### src/rtl/vmicro16_intc_apb_pkg.sv
// vmicro16_intc_apb_pkg
//   Shared configuration for the APB interrupt controller: SoC-level
//   defaults (bus widths, interrupt count, APB select slot) and the
//   controller register map.
package vmicro16_intc_apb_pkg;

    // SoC-wide defaults
    localparam int unsigned DEF_APB_WIDTH   = 16;
    localparam int unsigned DEF_DATA_WIDTH  = 16;
    localparam int unsigned DEF_NUM_INT     = 8;
    localparam int unsigned DEF_INT_TIMR0   = 0;

    // APB select slot occupied by interrupt controller 0
    localparam int unsigned APB_PSELX_INTC0 = 10;

    // Register offsets, decoded from PADDR[1:0]
    typedef enum logic [1:0] {
        INTC_PEND = 2'd0,
        INTC_MASK = 2'd1,
        INTC_VEC  = 2'd2,
        INTC_CTRL = 2'd3
    } intc_reg_e;

    // Bit position of the irq flag inside the VEC register
    localparam int unsigned INTC_VEC_IRQ_BIT = 15;

    // Width of an index into n lines, never less than one bit
    function automatic int unsigned vec_bits(input int unsigned n);
        return (n > 1) ? $clog2(n) : 1;
    endfunction

endpackage

### src/rtl/vmicro16_prio_enc.sv
// vmicro16_prio_enc
//   Lowest-index-first priority encoder, purely combinational.
//   req   : request vector, bit 0 has the highest priority
//   valid : at least one request is set
//   index : index of the winning request (0 when valid is low)
module vmicro16_prio_enc #(
    parameter int unsigned NUM_INT  = 8,
    parameter int unsigned VEC_BITS = 3
) (
    input  logic [NUM_INT-1:0]  req,
    output logic                valid,
    output logic [VEC_BITS-1:0] index
);

    always_comb begin
        valid = 1'b0;
        index = '0;
        for (int unsigned i = 0; i < NUM_INT; i++) begin
            if (req[i] && !valid) begin
                valid = 1'b1;
                index = VEC_BITS'(i);
            end
        end
    end

endmodule

### src/rtl/vmicro16_intc_apb.sv
// vmicro16_intc_apb
//   APB slave interrupt controller. Level interrupt sources are edge
//   detected into pending bits, masked per line and gated by a global
//   enable; the lowest-indexed active line is presented to the cores as
//   irq/irq_vec/irq_data and cleared by a single-cycle irq_ack.
//
//   Ports:
//     clk, reset        system clock, synchronous active-high reset
//     S_P*              APB slave (zero wait states), PADDR[1:0] decoded
//                       0 PEND (W1C), 1 MASK, 2 VEC (ro), 3 CTRL
//     ints, ints_data   level sources and per-line payloads
//     irq, irq_vec,     registered request, winning line and its payload
//     irq_data
//     irq_ack           acknowledge, clears the pending bit of irq_vec
module vmicro16_intc_apb
    import vmicro16_intc_apb_pkg::*;
#(
    parameter int unsigned BUS_WIDTH  = DEF_APB_WIDTH,
    parameter int unsigned DATA_WIDTH = DEF_DATA_WIDTH,
    parameter int unsigned NUM_INT    = DEF_NUM_INT,
    parameter int unsigned VEC_BITS   = vec_bits(NUM_INT)
) (
    input  logic                          clk,
    input  logic                          reset,

    input  logic [BUS_WIDTH-1:0]          S_PADDR,
    input  logic                          S_PWRITE,
    input  logic                          S_PSELx,
    input  logic                          S_PENABLE,
    input  logic [DATA_WIDTH-1:0]         S_PWDATA,
    output logic [DATA_WIDTH-1:0]         S_PRDATA,
    output logic                          S_PREADY,

    input  logic [NUM_INT-1:0]            ints,
    input  logic [NUM_INT*DATA_WIDTH-1:0] ints_data,

    output logic                          irq,
    output logic [VEC_BITS-1:0]           irq_vec,
    output logic [DATA_WIDTH-1:0]         irq_data,
    input  logic                          irq_ack
);

    // State
    logic [NUM_INT-1:0]    ints_q,  ints_d;
    logic [NUM_INT-1:0]    pend_q,  pend_d;
    logic [NUM_INT-1:0]    mask_q,  mask_d;
    logic                  ctrl_q,  ctrl_d;
    logic [DATA_WIDTH-1:0] data_q [NUM_INT];
    logic [DATA_WIDTH-1:0] data_d [NUM_INT];
    logic                  irq_q,      irq_d;
    logic [VEC_BITS-1:0]   irq_vec_q,  irq_vec_d;
    logic [DATA_WIDTH-1:0] irq_data_q, irq_data_d;

    // Combinational helpers
    logic                  apb_acc;
    logic                  apb_wr;
    intc_reg_e             reg_sel;
    logic [NUM_INT-1:0]    rise;
    logic [NUM_INT-1:0]    ack_oh;
    logic [NUM_INT-1:0]    clr;
    logic [NUM_INT-1:0]    active;
    logic                  win_valid;
    logic [VEC_BITS-1:0]   win_idx;

    // Only PADDR[1:0] and the low PWDATA bits are decoded
    logic                  unused_bits;
    assign unused_bits = ^{S_PADDR, S_PWDATA};

    assign apb_acc  = S_PSELx & S_PENABLE;
    assign apb_wr   = apb_acc & S_PWRITE;
    assign reg_sel  = intc_reg_e'(S_PADDR[1:0]);
    assign S_PREADY = apb_acc;

    assign rise   = ints & ~ints_q;
    assign active = pend_q & mask_q & {NUM_INT{ctrl_q}};

    vmicro16_prio_enc #(
        .NUM_INT  (NUM_INT),
        .VEC_BITS (VEC_BITS)
    ) u_prio_enc (
        .req   (active),
        .valid (win_valid),
        .index (win_idx)
    );

    // One-hot of the line currently being presented, used by irq_ack
    always_comb begin
        ack_oh = '0;
        for (int unsigned i = 0; i < NUM_INT; i++) begin
            ack_oh[i] = (irq_vec_q == VEC_BITS'(i));
        end
    end

    // Clear sources: software W1C on PEND and core acknowledge
    always_comb begin
        clr = '0;
        if (apb_wr && reg_sel == INTC_PEND) begin
            clr = S_PWDATA[NUM_INT-1:0];
        end
        if (irq_ack && irq_q) begin
            clr = clr | ack_oh;
        end
    end

    // Next-state logic; a rise wins over a clear in the same cycle
    always_comb begin
        ints_d = ints;
        pend_d = (pend_q & ~clr) | rise;
        mask_d = mask_q;
        ctrl_d = ctrl_q;

        if (apb_wr && reg_sel == INTC_MASK) begin
            mask_d = S_PWDATA[NUM_INT-1:0];
        end
        if (apb_wr && reg_sel == INTC_CTRL) begin
            ctrl_d = S_PWDATA[0];
        end

        for (int unsigned i = 0; i < NUM_INT; i++) begin
            data_d[i] = rise[i] ? ints_data[i*DATA_WIDTH +: DATA_WIDTH] : data_q[i];
        end

        // Vector and payload hold their last value when nothing is active
        irq_d      = win_valid;
        irq_vec_d  = win_valid ? win_idx : irq_vec_q;
        irq_data_d = win_valid ? data_q[win_idx] : irq_data_q;
    end

    always_ff @(posedge clk) begin
        if (reset) begin
            ints_q     <= '0;
            pend_q     <= '0;
            mask_q     <= '0;
            ctrl_q     <= 1'b0;
            irq_q      <= 1'b0;
            irq_vec_q  <= '0;
            irq_data_q <= '0;
            for (int unsigned i = 0; i < NUM_INT; i++) begin
                data_q[i] <= '0;
            end
        end else begin
            ints_q     <= ints_d;
            pend_q     <= pend_d;
            mask_q     <= mask_d;
            ctrl_q     <= ctrl_d;
            irq_q      <= irq_d;
            irq_vec_q  <= irq_vec_d;
            irq_data_q <= irq_data_d;
            for (int unsigned i = 0; i < NUM_INT; i++) begin
                data_q[i] <= data_d[i];
            end
        end
    end

    // Read mux reflects current register state, before this edge's update
    always_comb begin
        S_PRDATA = '0;
        if (apb_acc) begin
            unique case (reg_sel)
                INTC_PEND: S_PRDATA[NUM_INT-1:0] = pend_q;
                INTC_MASK: S_PRDATA[NUM_INT-1:0] = mask_q;
                INTC_VEC: begin
                    S_PRDATA[INTC_VEC_IRQ_BIT] = irq_q;
                    S_PRDATA[VEC_BITS-1:0]     = irq_vec_q;
                end
                INTC_CTRL: S_PRDATA[0] = ctrl_q;
            endcase
        end
    end

    assign irq      = irq_q;
    assign irq_vec  = irq_vec_q;
    assign irq_data = irq_data_q;

endmodule

### config.mk
export PLATFORM = sky130hd
export DESIGN_NAME = vmicro16_intc_apb
export DESIGN_NICKNAME = d
export VERILOG_FILES = /design/src/rtl/vmicro16_intc_apb_pkg.sv /design/src/rtl/vmicro16_prio_enc.sv /design/src/rtl/vmicro16_intc_apb.sv
export SDC_FILE = /design/constraint.sdc
export NUM_CORES = 1
export LEC_CHECK = 0
export BUFFER_PORTS_ARGS = -buffer_cell sky130_fd_sc_hd__buf_4
export CAP_MARGIN = 40
export CORE_MARGIN = 2
export CORE_UTILIZATION = 35
export DETAILED_ROUTE_END_ITERATION = 8
export PLACE_DENSITY = 0.55
export SYNTH_ARGS = -nofsm -noshare
export SYNTH_HDL_FRONTEND = slang
export SYNTH_SLANG_ARGS = --single-unit
### constraint.sdc
create_clock -name clk -period 4.3 [get_ports clk]
set_input_delay 0.43 -clock clk [delete_from_list [all_inputs] [get_ports clk]]
set_output_delay 0.43 -clock clk [all_outputs]
set_load 0.05 [all_outputs]
==> After elaboration in Yosys (flattened, before gate mapping) <==
Memories as Yosys holds them, arrays and structs flattened. A register that Yosys moved wholly into a read port is not among the register bits.
Cells that the tools add are included.
{ "word_totals": {"register_bits": 29, "ramBits": 128, "inputBits": 174, "out_inout_bits": 37, "wordCells": 113, "memories": 1} }
{ "op_classes": {"n_eq_ne": 18, "muxes": 42, "bitwise": 18, "reduce_logical": 28} }
{ "mem_list": {"columns": ["name", "words", "word_bits", "read_ports", "rd_clocked_by_memory_dff", "wr", "line", "text"], "rows": [
  ["data_q", 8, 16, 1, 1, 8, "vmicro16_intc_apb.sv:48", "logic [DATA_WIDTH-1:0] data_q [NUM_INT];"]
]} }
{ "op_table": {"columns": ["operator", "n"], "rows": [
  ["two-way mux 16 bit", 16],
  ["bitwise AND 8 bit", 4],
  ["two-way mux 8 bit", 3],
  ["inverter 8 bit", 2],
  ["bitwise OR 8 bit", 2],
  ["AND reduction 2 bit", 8],
  ["two-way mux 1 bit", 14],
  ["== test 3 bit, second input constant", 4],
  ["two-way mux 3 bit", 4],
  ["logical AND 1 bit", 11],
  ["case mux 5 bit (2 select lines)", 1],
  ["inequality test 1 bit, second input constant", 8],
  ["bitwise OR 1 bit", 8],
  ["zero test 1 bit", 7],
  ["== test 3 x 2 -> 1 bit, second input constant", 2],
  ["case mux 2 bit (3 select lines)", 1],
  ["== test 2 bit, second input constant", 2],
  ["two-way mux 2 bit", 2],
  ["case mux 1 bit (4 select lines)", 1],
  ["== test 3 x 1 -> 1 bit, second input constant", 1],
  ["zero test 3 bit", 1],
  ["bitwise AND 1 bit", 2],
  ["== test 2 x 1 -> 1 bit, second input constant", 1],
  ["zero test 2 bit", 1]
]} }

==> Longest topological paths before layout <==
{ "depth": {"ltp_word": 24, "ltp_mapped": 9, "ltp_nobuf": 7} }

==> Hierarchy <==
From an unflattened synthesis, not the netlist that was laid out.
{ "unflattened": {"cells_unflattened": 594, "area_unflattened_um2": 7741.2} }
{ "modules_own_cells": {"columns": ["module", "n_inst", "cells_each", "area_per_inst_um2", "seq_area_each_um2"], "rows": [
  ["vmicro16_intc_apb", 1, 580, 7657.3, 4744.6],
  ["vmicro16_prio_enc", 1, 14, 83.8, 0.0]
]} }

==> Least setup slack after synthesis <==
No wires, ideal clock.
{ "synth_timing": {"path_kind": "input -> output", "startpoint": "input S_PSELx", "endpoint": "output S_PRDATA[3]", "t_arrival_ns": 1.800, "t_required_ns": 3.870, "slack_ns": 2.070, "stages": 4, "path_buffers": 0, "cell_sequence": "nand2_1 > inv_1 > nand2b_1 > nor2_1"} }
{ "synth_between": {"elab_chain_len": 2} }
{ "synth_rtl": {"columns": ["item", "line", "text"], "rows": [
  ["from (decl)", "vmicro16_intc_apb.sv:28", "input logic S_PSELx,"],
  ["bitwise AND 1 bit", "vmicro16_intc_apb.sv:69", "assign apb_acc = S_PSELx & S_PENABLE;"],
  ["net S_PREADY", "vmicro16_intc_apb.sv:32", "output logic S_PREADY,"],
  ["two-way mux 8 bit", "vmicro16_intc_apb.sv:158", "if (apb_acc) begin"],
  ["to (decl)", "vmicro16_intc_apb.sv:31", "output logic [DATA_WIDTH-1:0] S_PRDATA,"]
]} }
The timed path passes the listed nets, and every way through them passes these cells.

==> Final worst setup path <==
{ "layout_timing": {"startpoint": "register pend_q[5]", "endpoint": "register irq_data_q[11], in the netlist irq_data[11], read port of data_q"} }
{ "layout_between": {"elab_chain_len": 10, "word_cells_on_any_way": 13, "cone_classes": "mux: 6; bitwise: 2; reduce/logical: 5"} }
{ "layout_rtl": {"columns": ["item", "line", "text"], "rows": [
  ["from (decl)", "vmicro16_intc_apb.sv:45", "logic [NUM_INT-1:0] pend_q, pend_d;"],
  ["from (signal assigned)", "vmicro16_intc_apb.sv:143", "pend_q <= pend_d;"],
  ["bitwise AND 8 bit * (2 in a row)", "vmicro16_intc_apb.sv:75", "assign active = pend_q & mask_q & {NUM_INT{ctrl_q}};"],
  ["logical AND 1 bit *", "vmicro16_prio_enc.sv:19", "if (req[i] && !valid) begin"],
  ["two-way mux 1 bit", "vmicro16_prio_enc.sv:19", null],
  ["zero test 1 bit", "vmicro16_prio_enc.sv:19", null],
  ["logical AND 1 bit", "vmicro16_prio_enc.sv:19", null],
  ["two-way mux 1 bit", "vmicro16_prio_enc.sv:19", null],
  ["zero test 1 bit", "vmicro16_prio_enc.sv:19", null],
  ["logical AND 1 bit", "vmicro16_prio_enc.sv:19", null],
  ["two-way mux 3 bit or two-way mux 1 bit (tied branches)", "vmicro16_prio_enc.sv:19", null],
  ["to (decl)", "vmicro16_intc_apb.sv:52", "logic [DATA_WIDTH-1:0] irq_data_q, irq_data_d;"]
]} }
Mark *: on every way between the ends. The rest lies on a longest branch, timed or not.
A chain may end at the register's enable or synchronous reset.

==> flow_metrics.tcl <==
set metrics [dict create \
    max_freq_ghz 0.414 \
    ctsLongestPathBuffers 2 \
    grt_max_degree 48 \
    critical-path-slowest-cell "o32ai_4" \
    area_delta_synth_final_pct 30.0 \
    drc 0 \
    placedCellCount 1062 \
    hold_viol_final 0 \
    async_flop_share_pct 0 \
    ant_nets 0 \
    ys.flop_type "edfxtp_1" \
    dieArea_um2 23200 \
    ys_warn_count 0 \
    setup_viol 0 \
    critPathArrivalTime_ns 2.70 \
    holdCritPathClass "in2reg" \
    outcome "finished clean" \
    critPathRequiredTime_ns 4.59 \
    crit_path_start_kind "flip-flop" \
    critPathKind "reg2reg" \
    worst_pin_slew_ns 0.861 \
    p_leak_nw 3.93 \
    seq_area_frac_synth_pct 61.6 \
    gr-usage-all-layers_pct 18.0 \
    clock-root-buffer "clkbuf_16" \
    timing.final.crit_period_ns 2.41 \
    antenna_found_initial 0 \
    cts_buffers 17 \
    yosys.area.top_type "edfxtp_1" \
    cp_slowest_stage_delay_ns 0.47 \
    ir_drop_v 0.000263 \
    fin_tns_setup_ns 0 \
    drt-pass1-iter-count 5 \
    fp.dieH_um 152 \
    synthesis.area_um2 7700 \
    core-area_um2 21700 \
    fin_cells 1095 \
    synthDominantCellAreaShare_pct 49.9 \
    syn-instance-count 620 \
    cp_cell_sequence "and2_1, o21a_1, o32ai_4, buf_8, mux2i_1, or2_0, a31oi_1" \
    timing.rr.start "pend_q[5]" \
    synth.distinct_cells 40 \
    die_w_um 152 \
    cp_num_buf_inv 1 \
    ys_ff_latch 173 \
    first_global_vias 5670 \
    synth.most_common_cell "edfxtp_1" \
    grt_overflow 0 \
    fillers 1997 \
    synth.area.top_cells "edfxtp_1 (50%), dfxtp_1 (12%), and2_1 (8.3%)" \
    rsz0062_at_grt "no" \
    max_slew_margin_pct 42.3 \
    post_cts_resized 0 \
    clock_latency_ns 0.43 \
    crit_path_end_kind "flip-flop" \
    clk_pin_slew_ns 0.07 \
    drt_iter0_drc 358 \
    cts-hold-fix-buffers 0 \
    path_max_fanout 17 \
    io_pins 211 \
    routed_wl_mm 20.8 \
    nets 975 \
    htreeDepth 4 \
    highest_layer "met4" \
    cts_setup_buffers 0 \
    vias_per_cell 4.92 \
    synthTopCellsByCount "edfxtp_1 (128), and2_1 (102), mux2i_1 (46)" \
    cts_num_sinks 173 \
    vias 5383 \
    drv_slew 0 \
    power_density_nw_per_um2 386 \
    cp_top_family "compound AO/OA/AOI/OAI gates" \
    fin_skew_ns 0.0127 \
    wl_met1_mm 9.42 \
    io_buffers 181 \
    hold_start "ints[6]" \
    layout-drive-gt1-share_pct 29.2 \
    wl_met2_mm 10.1 \
    avgSynthCellArea_um2 12.4 \
    cp-startpoint "pend_q[5]" \
    initial_core_util_pct 35.5 \
    post-dp-hpwl_mm 15.9 \
    gp_congestion 0.828 \
    num_rows 54 \
    wl_per_cell_um 19.0 \
    cap_violations 0 \
    synth_edf_count 128 \
    cts_tree "done" \
    grt_pass1_wl_mm 31.6 \
    route.met3.wl_um 942 \
    period_share_pct 56.2 \
]
==> worst register-to-register path, delay by kind of cell (launching register included) <==
family          cells  cell delay (ns)
compound gates      3             1.01
simple gates        2             0.39
flops               1             0.32
mux                 1             0.32
buf+inv             1             0.23
==> cells in the final DEF (no fill, tap or decap), drive strengths merged <==
cell type | synthesis | layout
a211oi | 1 | 1
a21o | 7 | 7
a21oi | 6 | 6
a221oi | 7 | 7
a22o | 12 | 12
a22oi | 24 | 24
a31oi | 19 | 19
a41o | 6 | 6
and2 | 102 | 102
and3 | 2 | 2
buf | 16 | 195
bufinv | 0 | 4
clkbuf | 23 | 22
clkinv | 0 | 5
clkinvlp | 0 | 1
conb | 1 | 7
dfxtp | 45 | 45
diode | 0 | 1
edfxtp | 128 | 128
inv | 3 | 3
mux2 | 9 | 9
mux2i | 46 | 46
mux4 | 1 | 1
nand2 | 39 | 39
nand2b | 10 | 10
nand3 | 5 | 5
nand4 | 2 | 2
nor2 | 33 | 33
nor2b | 43 | 43
nor3 | 2 | 2
nor3b | 1 | 1
o211ai | 1 | 1
o21a | 2 | 2
o21ai | 3 | 3
o22a | 9 | 9
o311a | 1 | 1
o31a | 1 | 1
o32ai | 1 | 1
or2 | 9 | 9
==> power by group <==
group / leakage [nW] / switching [W] / total [W] / internal (W)
sequential: 1.75 / 0.0000319 / 0.00194 / 0.00190
combinational: 1.87 / 0.000153 / 0.000298 / 0.000146
clock: 0.302 / 0.000623 / 0.00163 / 0.00100
total: 3.93 / 0.000807 / 0.00386 / 0.00305
==> stage by stage <==
step	instance area, um2	worst slack (ns)	utilization (%)	total power (W)	hold slack [ns]
final	10000	1.89	46.1	0.00386	0.223
after floorplan	7720	2.07	-	0.00210	0.473
after CTS	10000	1.89	46.1	0.00389	0.212
after global placement	9290	1.59	42.8	0.00226	0.499
after detailed placement	9380	1.90	43.2	0.00228	0.502
after global routing	10000	1.73	46.1	0.00399	0.220
==> final timing paths <==
path                            cells past startpoint      endpoint  slack [ns]
worst min register to register                      2     pend_q[6]        0.51
worst max-delay path                                7  irq_data[11]        1.89
worst min-delay path                                2     ints_q[6]        0.22
worst max register to register                      7  irq_data[11]        1.89
==> registers in the layout, indices dropped and copies added (netlist names) <==
register,flops
pend_q,8
irq,1
ctrl_q,1
mask_q,8
irq_vec,3
ints_q,8
irq_data,16
data_q,128
==> per-layer routing <==
metal	up-vias	track usage, %
met1	2594	23.7
met4	0	5.56
met3	16	3.53
li1	2602	-
met2	171	30.2
met5	-	0
==> cell families (layout without fill, tap and decap cells) <==
group                  after synthesis  count (layout)  synth area share, %
and+or+nand+nor                    248             248                 17.8
muxes                               56              56                 7.59
AOI/OAI and AO/OA                  100             100                 10.2
other                                1               8               0.0487
DFF                                173             173                 61.6
buffers and inverters               42             230                 2.68
==> area by class of cell <==
class / instances / area [um2] / share of cell area (%)
repair buffers: 195 / 1490 / 14.9
clock inverters: 10 / 163 / 1.63
clock buffers: 22 / 464 / 4.64
diodes: 1 / 2.50 / 0.0250
flip-flops and latches: 173 / 4740 / 47.4
multi-input cells: 411 / 2780 / 27.8
inverters: 3 / 11.3 / 0.113
well taps: 280 / 350 / 3.50
No activity file was read; power rests on OpenSTA's default activity.
